<file path="config.mk">
export PLATFORM = sky130hd
export DESIGN_NAME = dma_bus_slave
export DESIGN_NICKNAME = d
export VERILOG_FILES = /design/src/rtl/dma_bus_pkg.sv /design/src/rtl/bus_slave_timeout.sv /design/src/rtl/dma_bus_slave.sv
export SDC_FILE = /design/constraint.sdc
export NUM_CORES = 1
export LEC_CHECK = 0
export ABC_AREA = 1
export CAP_MARGIN = 15
export CELL_PAD_IN_SITES_DETAIL_PLACEMENT = 1
export CELL_PAD_IN_SITES_GLOBAL_PLACEMENT = 2
export CORE_MARGIN = 2
export CORE_UTILIZATION = 28
export CTS_BUF_LIST = sky130_fd_sc_hd__clkbuf_16
export CTS_CLUSTER_SIZE = 12
export DETAILED_ROUTE_END_ITERATION = 8
export HOLD_SLACK_MARGIN = 0.02
export PLACE_DENSITY = 0.83
export SYNTH_ARGS = -nofsm -noshare
export SYNTH_HDL_FRONTEND = slang
export SYNTH_SLANG_ARGS = --single-unit
export TNS_END_PERCENT = 5
</file>
<file path="constraint.sdc">
create_clock -name wb_clk_2x -period 3.1 [get_ports wb_clk_2x]
set_input_delay 0.93 -clock wb_clk_2x [delete_from_list [all_inputs] [get_ports wb_clk_2x]]
set_output_delay 0.93 -clock wb_clk_2x [all_outputs]
set_load 0.02 [all_outputs]
</file>
<file path="src/rtl/dma_bus_pkg.sv">
// Shared types and constants for the DMA bus slave: state encoding,
// data width and the default timeout/counter sizing.
package dma_bus_pkg;
    localparam int DATA_W          = 32;
    localparam int TIMEOUT_CYC_DEF = 1024;
    localparam int CNT_W_DEF       = 16;

    typedef enum logic [2:0] {
        ST_IDLE  = 3'd0,
        ST_WR    = 3'd1,
        ST_RD    = 3'd2,
        ST_ACK   = 3'd3,
        ST_ABORT = 3'd4
    } state_e;
endpackage

</file>
<file path="src/rtl/bus_slave_timeout.sv">
// Idle-cycle watchdog: counts enabled cycles, flags the cycle in which the
// count reaches TIMEOUT_CYC so the FSM can leave on that same edge.
module bus_slave_timeout #(
    parameter int TIMEOUT_CYC = 1024
) (
    input  logic clk_i,
    input  logic rst_ni,
    input  logic en_i,
    input  logic clr_i,
    output logic expired_o
);
    localparam int TW = $clog2(TIMEOUT_CYC + 1);

    logic [TW-1:0] cnt_q, cnt_d;

    assign expired_o = en_i && !clr_i && (cnt_q == TW'(TIMEOUT_CYC - 1));

    always_comb begin
        cnt_d = cnt_q;
        if (clr_i)     cnt_d = '0;
        else if (en_i) cnt_d = cnt_q + TW'(1);
    end

    always_ff @(posedge clk_i or negedge rst_ni) begin
        if (!rst_ni) cnt_q <= '0;
        else         cnt_q <= cnt_d;
    end
endmodule

</file>
<file path="src/rtl/dma_bus_slave.sv">
// Handshaked bus slave bridging a strobe-framed master transaction onto a
// write-FIFO push port and a first-word-fall-through read-FIFO pop port.
module dma_bus_slave
    import dma_bus_pkg::*;
#(
    parameter int TIMEOUT_CYC = TIMEOUT_CYC_DEF,
    parameter int CNT_W       = CNT_W_DEF
) (
    input  logic              wb_clk_2x,
    input  logic              wb_rst_n,
    input  logic              stb,
    input  logic              we,
    input  logic              m_rdy,
    output logic              s_rdy,
    input  logic [DATA_W-1:0] dat_i,
    output logic [DATA_W-1:0] dat_o,
    output logic              ack,
    output logic              abort,
    output logic [DATA_W-1:0] wr_data,
    output logic              wr_en,
    input  logic              wr_full,
    input  logic [DATA_W-1:0] rd_data,
    output logic              rd_en,
    input  logic              rd_empty,
    output logic [CNT_W-1:0]  xfer_cnt
);
    state_e             state_q, state_d;
    logic               rd_vld_q, rd_vld_d;
    logic [DATA_W-1:0]  dat_o_q, dat_o_d;
    logic [DATA_W-1:0]  wr_data_q, wr_data_d;
    logic               wr_pend_q, wr_pend_d;
    logic [CNT_W-1:0]   cnt_q, cnt_d;
    logic               in_xact, xfer, rd_load, tmo_exp;

    assign in_xact = (state_q == ST_WR) || (state_q == ST_RD);

    bus_slave_timeout #(.TIMEOUT_CYC(TIMEOUT_CYC)) u_tmo (
        .clk_i     (wb_clk_2x),
        .rst_ni    (wb_rst_n),
        .en_i      (in_xact && !xfer),
        .clr_i     (!in_xact || xfer),
        .expired_o (tmo_exp)
    );

    always_comb begin
        s_rdy = 1'b0;
        case (state_q)
            ST_WR:   s_rdy = !wr_full;
            ST_RD:   s_rdy = rd_vld_q;
            default: s_rdy = 1'b0;
        endcase
        xfer = m_rdy && s_rdy;
        // No pop on the closing/expiring cycle: that word would only be discarded.
        rd_load = (state_q == ST_RD) && stb && !tmo_exp && !rd_empty
                  && (!rd_vld_q || m_rdy);
    end

    always_comb begin
        state_d = state_q;
        case (state_q)
            ST_IDLE:  if (stb) state_d = we ? ST_WR : ST_RD;
            ST_WR,
            ST_RD: begin
                if (!stb)        state_d = ST_ACK;
                else if (tmo_exp) state_d = ST_ABORT;
            end
            ST_ACK:   state_d = ST_IDLE;
            ST_ABORT: if (!stb) state_d = ST_IDLE;
            default:  state_d = ST_IDLE;
        endcase
    end

    always_comb begin
        cnt_d = cnt_q;
        if ((state_q == ST_IDLE) && stb) cnt_d = '0;
        else if (xfer)                   cnt_d = cnt_q + CNT_W'(1);

        // A pushed word waits in wr_data while the FIFO is full; s_rdy is low
        // then, so a second word can never overwrite it.
        wr_pend_d = ((state_q == ST_WR) && xfer) || (wr_pend_q && wr_full);
        wr_data_d = ((state_q == ST_WR) && xfer) ? dat_i : wr_data_q;

        rd_vld_d = rd_vld_q;
        if (state_d != ST_RD) rd_vld_d = 1'b0;
        else if (rd_load)     rd_vld_d = 1'b1;
        else if (xfer)        rd_vld_d = 1'b0;
        dat_o_d = rd_load ? rd_data : dat_o_q;
    end

    always_ff @(posedge wb_clk_2x or negedge wb_rst_n) begin
        if (!wb_rst_n) begin
            state_q   <= ST_IDLE;
            rd_vld_q  <= 1'b0;
            dat_o_q   <= '0;
            wr_data_q <= '0;
            wr_pend_q <= 1'b0;
            cnt_q     <= '0;
        end else begin
            state_q   <= state_d;
            rd_vld_q  <= rd_vld_d;
            dat_o_q   <= dat_o_d;
            wr_data_q <= wr_data_d;
            wr_pend_q <= wr_pend_d;
            cnt_q     <= cnt_d;
        end
    end

    assign dat_o    = dat_o_q;
    assign wr_data  = wr_data_q;
    assign wr_en    = wr_pend_q && !wr_full;
    assign rd_en    = rd_load;
    assign ack      = (state_q == ST_ACK);
    assign abort    = (state_q == ST_ABORT);
    assign xfer_cnt = cnt_q;
endmodule

</file>
==> results of run 1 <==
-- placed cells by master (no fill, tap or decap), drive strengths merged, types with 9 or more instances in the layout --
master	count
nand3	12
nor3	9
mux2	32
nor2	29
inv	34
buf	13
clkdlybuf4s50	150
clkbuf	9
a21oi	14
nand2	139
dfrtp	96
o21ai	13
-- worst register-to-register path: cells and delay by family, from the launching register on --
family,cells,cell delay (ns)
adders and majority gates,1,0.19
buffers and inverters,2,0.39
DFF,1,0.37
and+or+nand+nor,10,1.04
-- cell families after synthesis --
group	count (synthesis)
xor gates and xnor gates	4
adders and majority gates	2
buffers and inverters	45
DFF	96
muxes	32
AOI/OAI and AO/OA	33
and+or+nand+nor	203
-- worst paths after layout --
path | from | end | depth (start not counted)
min | u_tmo.cnt_q[0]$_DFF_PN0_ | u_tmo.cnt_q[0]$_DFF_PN0_ | 1
max in group asynchronous | wb_rst_n | wr_data[25]$_DFFE_PN0P_ | 2
min in group asynchronous | wb_rst_n | xfer_cnt[11]$_DFFE_PN0P_ | 1
min reg2reg | u_tmo.cnt_q[0]$_DFF_PN0_ | u_tmo.cnt_q[0]$_DFF_PN0_ | 1
max reg2reg | u_tmo.cnt_q[0]$_DFF_PN0_ | rd_vld_q$_DFFE_PN0P_ | 13
max | stb | rd_en | 6
-- metal layers --
layer	share of wire	up-vias
li1	-	1658
met1	0.45	1695
met2	0.47	110
met3	0.065	10
met4	0.013	0
met5	0	-
-- flip-flops by register name, indices dropped and copies added (netlist names) --
register	count
dat_o	32
rd_vld_q	1
wr_pend_q	1
state_q	3
xfer_cnt	16
wr_data	32
u_tmo.cnt_q	11
-- per-stage QoR --
stage	instance area, sq um	power (uW)	hold WS (ns)
after global routing	6270	5810	0.503
after detailed placement	5970	4400	0.453
after floorplan	4180	3180	0.424
after CTS	6260	5560	0.462
final	6270	5480	0.460
after global placement	5970	4330	0.436
-- area by class of cell --
type | count | area (sq um)
fill | 1655 | 8270
sequential | 96 | 2400
timing repair buffer | 166 | 1670
multi-input combinational | 274 | 1550
tap | 184 | 230
clock buffer | 9 | 225
inverter | 32 | 120
clock inverter | 7 | 71.3
-- what timing repair did --
| item | 4_1_cts | 5_1_grt |
|---|---|---|
| setup buffers | 0 | 0 |
| pin swaps | 0 | 1 |
| endpoints found under the setup margin | 2 | 1 |
| resized for setup | 8 | 2 |
-- report_power, final --
group	switching [uW]	total, uW	internal [uW]
sequential	275	1970	1690
combinational	1180	2390	1210
clock	499	1130	626
==> results.md, run 1 <==
- Avg Inst Size Synth: 10.1 sq um
- Initial antenna violation count: 0
- Hold crit path type: register to register
- Number of global-route vias before repair: 3714
- Status: finished clean
- R2r setup slk: 0.99 ns
- RSZ-0062 raised after global routing: no
- Mux cell area share after synthesis: 0.112
- Grt ovf: 0
- Hold Buf Count CTS: 0
- Max Cap Viol: 0
- Final setup fails: 0
- Max clock buf depth: 2
- Remaining DRCs: 0
- Root Buffer: clkbuf_16
- CP Data Required Time: 2.17 ns
- Final design utilization: 0.431
- Setup Total Neg Slack: 0 ns
- Final hold violations: 0
- Pre-CTS setup slack: -0.482 ns
- CP endpoint kind: output port
- Htree depth: 3
- Synthesized area: 0.00418 sq mm
- Worst relative slew slack: 0.608
- Async SR Flop Fraction: 1.00
- Die X: 126 um
- Commonest cells in the netlist: 137 x nand2_1, 96 x dfrtp_1, 32 x inv_1, 29 x mux2_4, 29 x nor2_1
- GR Layer Usage met1: 0.193
- Arrival @ worst endpoint: 2.07 ns
- Max FO, Critical Path: 2
- Critical path launch point type: input port
- Simple-gate area share of the yosys netlist: 0.201
- Setup CP Type: input port to output port
- Core Area: 0.0145 sq mm
- Pre-Repair DR Iteration Count: 4
- Die H: 126 um
- Post-Syn Instances: 415
- Critical path's top delay family: buffers and inverters
- IO Pins: 156
- Synth area leaders: dfrtp_1 57%, nand2_1 12%, mux2_4 10%
- CTS Sinks: 96
- Dominant cell type by area after synthesis: dfrtp_1
- Routed vias/inst: 4.52
- Rows: 44
- Synth Net Count: 488
- Detail Placement HPWL: 8.64 mm
- GRT Total Usage: 0.151
- Synth Area in Adders: 0.00599
- Area Overhead vs Synth: 50.0%
- CTS tree: done
- Clk_lat worst skew: 0.34 ns
- Met2 Usage GRT: 0.247
- Fin crit period: 3.00 ns
- Layout cells sized above 1: 0.111
- Post-synthesis sequential area ratio: 0.575
- Pwr/cell area: 874 mW/mm^2
- Top cell type's share of synthesized area: 0.575
- Unique masters post-synth: 30
- CP dominant cell by count: inv_1
- Drt total wl: 11.7 mm
- Largest family of logic cells by synthesized area: simple AND/OR/NAND/NOR gates
- Synth Register Bits: 96
- GRT busiest layer: met2
- Largest net degree at the start of global routing: 42
- Total CTS buffers: 9
- GP Congestion: 0.734
- Skew final: 0.0107 ns
- Fin nets: 652
- LEAKAGE: 0.00297 uW
- M3 GR Usage: 0.0450
- Synth warn: 0
- Synth Area in Compound Gates: 0.0428
- Placed Cells: 752
- Initial Util: 0.288
- Worst-path cell with the longest stage delay: clkdlybuf4s50_1
- First-pass GRT wire length: 19.4 mm
- Post-Layout Cell Count: 768
- Post-Synth XOR/XNOR Area: 0.00838
- Total die area: 0.0159 sq mm
- EDFF count, synth: 0
- CTS clk-pin slew, worst paths: 0.07 ns
- Worst path cell trace: clkdlybuf4s50_1 > inv_1 > nor4_2 > nand2_1 > inv_1 > buf_4
- Fmax: 334 MHz
- Vias: 3473
- Most numerous cell in the Yosys netlist: nand2_1
- Final Slew Violations: 0
- Peak supply drop: 0.321 mV
- ANT nets after route: 0
- Antenna cell count: 0
- Top FF cell, synth: dfrtp_1
- Least-Margin Pin Slew: 0.587 ns
- Fin crit share: 0.967
- IO buf count: 155
- Crit path buffers/inverters: 4
- WL/cell: 15.2 um
- DR iter-0 viols: 117
- Post-route setup slack: 0.103 ns
- Largest stage delay, worst path: 0.49 ns
Note: power is estimated with default switching activity, not from simulation.
==> run 2: changes to the inputs <==
Settings changed: CAP_MARGIN 15 to unset.
==> results of run 2 <==
Final layout, timing and power as in run 1 (identical DEF).
==> run 3: changes to the inputs <==
--- a/config.mk
+++ b/config.mk
@@ -16,4 +16,5 @@
 export HOLD_SLACK_MARGIN = 0.02
 export PLACE_DENSITY = 0.83
+export SLEW_MARGIN = 30
 export SYNTH_ARGS = -nofsm -noshare
 export SYNTH_HDL_FRONTEND = slang
==> constraint.sdc (replaced) <==
create_clock -name wb_clk_2x -period 3.7 [get_ports wb_clk_2x]
set_input_delay 1.11 -clock wb_clk_2x [delete_from_list [all_inputs] [get_ports wb_clk_2x]]
set_output_delay 1.11 -clock wb_clk_2x [all_outputs]
set_load 0.05 [all_outputs]
==> results.md, run 3 (synthesis results as in run 1) <==
- Core Area: 0.0145 sq mm (unchanged)
- Number of global-route vias before repair: 3747 (+0.89%)
- Total CTS buffers: 9 (unchanged)
- CTS clk-pin slew, worst paths: 0.07 ns (about the same)
- Setup Total Neg Slack: 0 ns (unchanged)
- Postcts setup bufs: 0 (unchanged)
- Hold crit path type: register to register
- DR iter-0 viols: 136 (+16%)
- Commonest non-fill, non-tap cells in the layout: 151 x clkdlybuf4s50_1, 137 x nand2_1, 96 x dfrtp_1
- Critical path launch point type: input port
- Htree depth: 3 (unchanged)
- Filler instances: 1647 (-0.48%)
- Largest net degree at the start of global routing: 50 (+19%)
- CTS Sinks: 96 (unchanged)
- Die H: 126 um (unchanged)
- GRT Total Usage: 0.154 (+0.00323)
- Final Slew Violations: 0 (unchanged)
- WL/cell: 15.4 um (+1.5%)
- Root Buffer: clkbuf_16
- Hold Buf Count CTS: 0 (unchanged)
- Fmax: 281 MHz
- Most common cell after layout, fill and taps aside: clkdlybuf4s50_1
- Fin crit period: 3.56 ns
- CTS resizes: 0 (-8)
- Fin crit share: 0.961
- Skew final: 0.00997 ns (-0.000695 ns)
- R2r setup slk: 1.57 ns (+0.58 ns)
- Worst-path cell with the longest stage delay: clkdlybuf4s50_1
- Layout cells sized above 1: 0.109 (-0.00268)
- Remaining DRCs: 0 (unchanged)
- Vias: 3440 (-0.95%)
- RSZ-0062 raised after global routing: no
- Worst path cell trace: clkdlybuf4s50_1 > inv_1 > nand4_1 > nand2_2 > nand2_4 > nand3_1 > nand2_1 > inv_1 > buf_12
- Status: finished clean
- Rows: 44 (unchanged)
- First-pass GRT wire length: 19.6 mm (+1.0%)
- GP Congestion: 0.781 (+6.5%)
- ANT nets after route: 0 (unchanged)
- Grt ovf: 0 (unchanged)
- Largest stage delay, worst path: 0.45 ns (-0.04 ns)
- Least-Margin Pin Slew: 0.649 ns (+0.0612 ns)
- Initial Util: 0.288 (unchanged)
- Drt total wl: 11.8 mm (+0.93%)
- Final setup fails: 0 (unchanged)
- IO buf count: 155 (unchanged)
- Post-Layout Cell Count: 764 (-0.52%)
- Pwr/cell area: 874 mW/mm^2 (about the same)
- LEAKAGE: 0.00296 uW (-0.36%)
- Pre-Repair DR Iteration Count: 4 (unchanged)
- Arrival @ worst endpoint: 2.45 ns (+0.38 ns)
- Routed vias/inst: 4.50 (-0.43%)
- Peak supply drop: 0.447 mV (+39%)
- Fin nets: 648 (-0.61%)
- Area Overhead vs Synth: 50.3%
- Min Hold Slack: 0.457 ns (-0.00324 ns)
- IO Pins: 156 (unchanged)
- Detail Placement HPWL: 8.68 mm (+0.53%)
- Max FO, Critical Path: 3 (+1)
- Initial antenna violation count: 0 (unchanged)
- Setup CP Type: input port to output port
- CTS tree: done
- Final hold violations: 0 (unchanged)
- Total die area: 0.0159 sq mm (unchanged)
- Final non-filler cell area: 0.00628 sq mm (+0.22%)
- Antenna cell count: 0 (unchanged)
- Worst relative slew slack: 0.568 (-0.0408)
- Max Cap Viol: 0 (unchanged)
- Max clock buf depth: 2 (unchanged)
- CP dominant cell by count: inv_1
- Clk_lat worst skew: 0.35 ns (about the same)
- CP Data Required Time: 2.59 ns (+0.42 ns)
- CP endpoint kind: output port
- Die X: 126 um (unchanged)
- Placed Cells: 748 (-0.53%)
- Post-DP Area: 0.00596 sq mm (-0.21%)
## run 3: final timing paths
path	cells past startpoint	start	to
setup / recovery	9	wr_full	rd_en
max in group asynchronous	2	wb_rst_n	dat_o[26]$_DFFE_PN0P_
min in group asynchronous	1	wb_rst_n	xfer_cnt[12]$_DFFE_PN0P_
hold / removal	1	u_tmo.cnt_q[0]$_DFF_PN0_	u_tmo.cnt_q[0]$_DFF_PN0_
setup reg to reg	8	state_q[0]$_DFF_PN0_	wr_data[23]$_DFFE_PN0P_
hold reg to reg	1	u_tmo.cnt_q[0]$_DFF_PN0_	u_tmo.cnt_q[0]$_DFF_PN0_
## run 3: report_power, final
group	internal, uW	switching (uW)	total [uW]
clock network	601	428	1030
registers	1420	229	1650
logic	1010	1810	2820
## run 3: stage by stage
stage	total power, uW	setup slack [ns]	utilization
6_report	5490	0.142	0.432
5_1_grt	5780	0.0592	0.432
4_1_cts	5580	0.130	0.432
3_5_place_dp	4510	0.144	0.410
3_3_place_gp	4440	0.189	0.410
2_1_floorplan	3470	0.235	-
## run 3: area by class of cell
class                   count  area, sq um  share of cell area
clock buffers               9          225              0.0358
clock inverters             7          101              0.0161
inverters                  32          120              0.0191
multi-input cells         274         1550               0.246
flip-flops and latches     96         2400               0.382
well taps                 184          230              0.0366
repair buffers            162         1660               0.264
## run 3: worst max-delay path: cells and delay by family
family,cells,cell delay (ns)
simple gates,5,0.49
buf+inv,4,0.83
## run 3: layer usage
layer,global-route usage,share of wire
met1,0.194,0.44
met4,0.0569,0.017
met2,0.248,0.46
met3,0.0484,0.073
met5,0,0
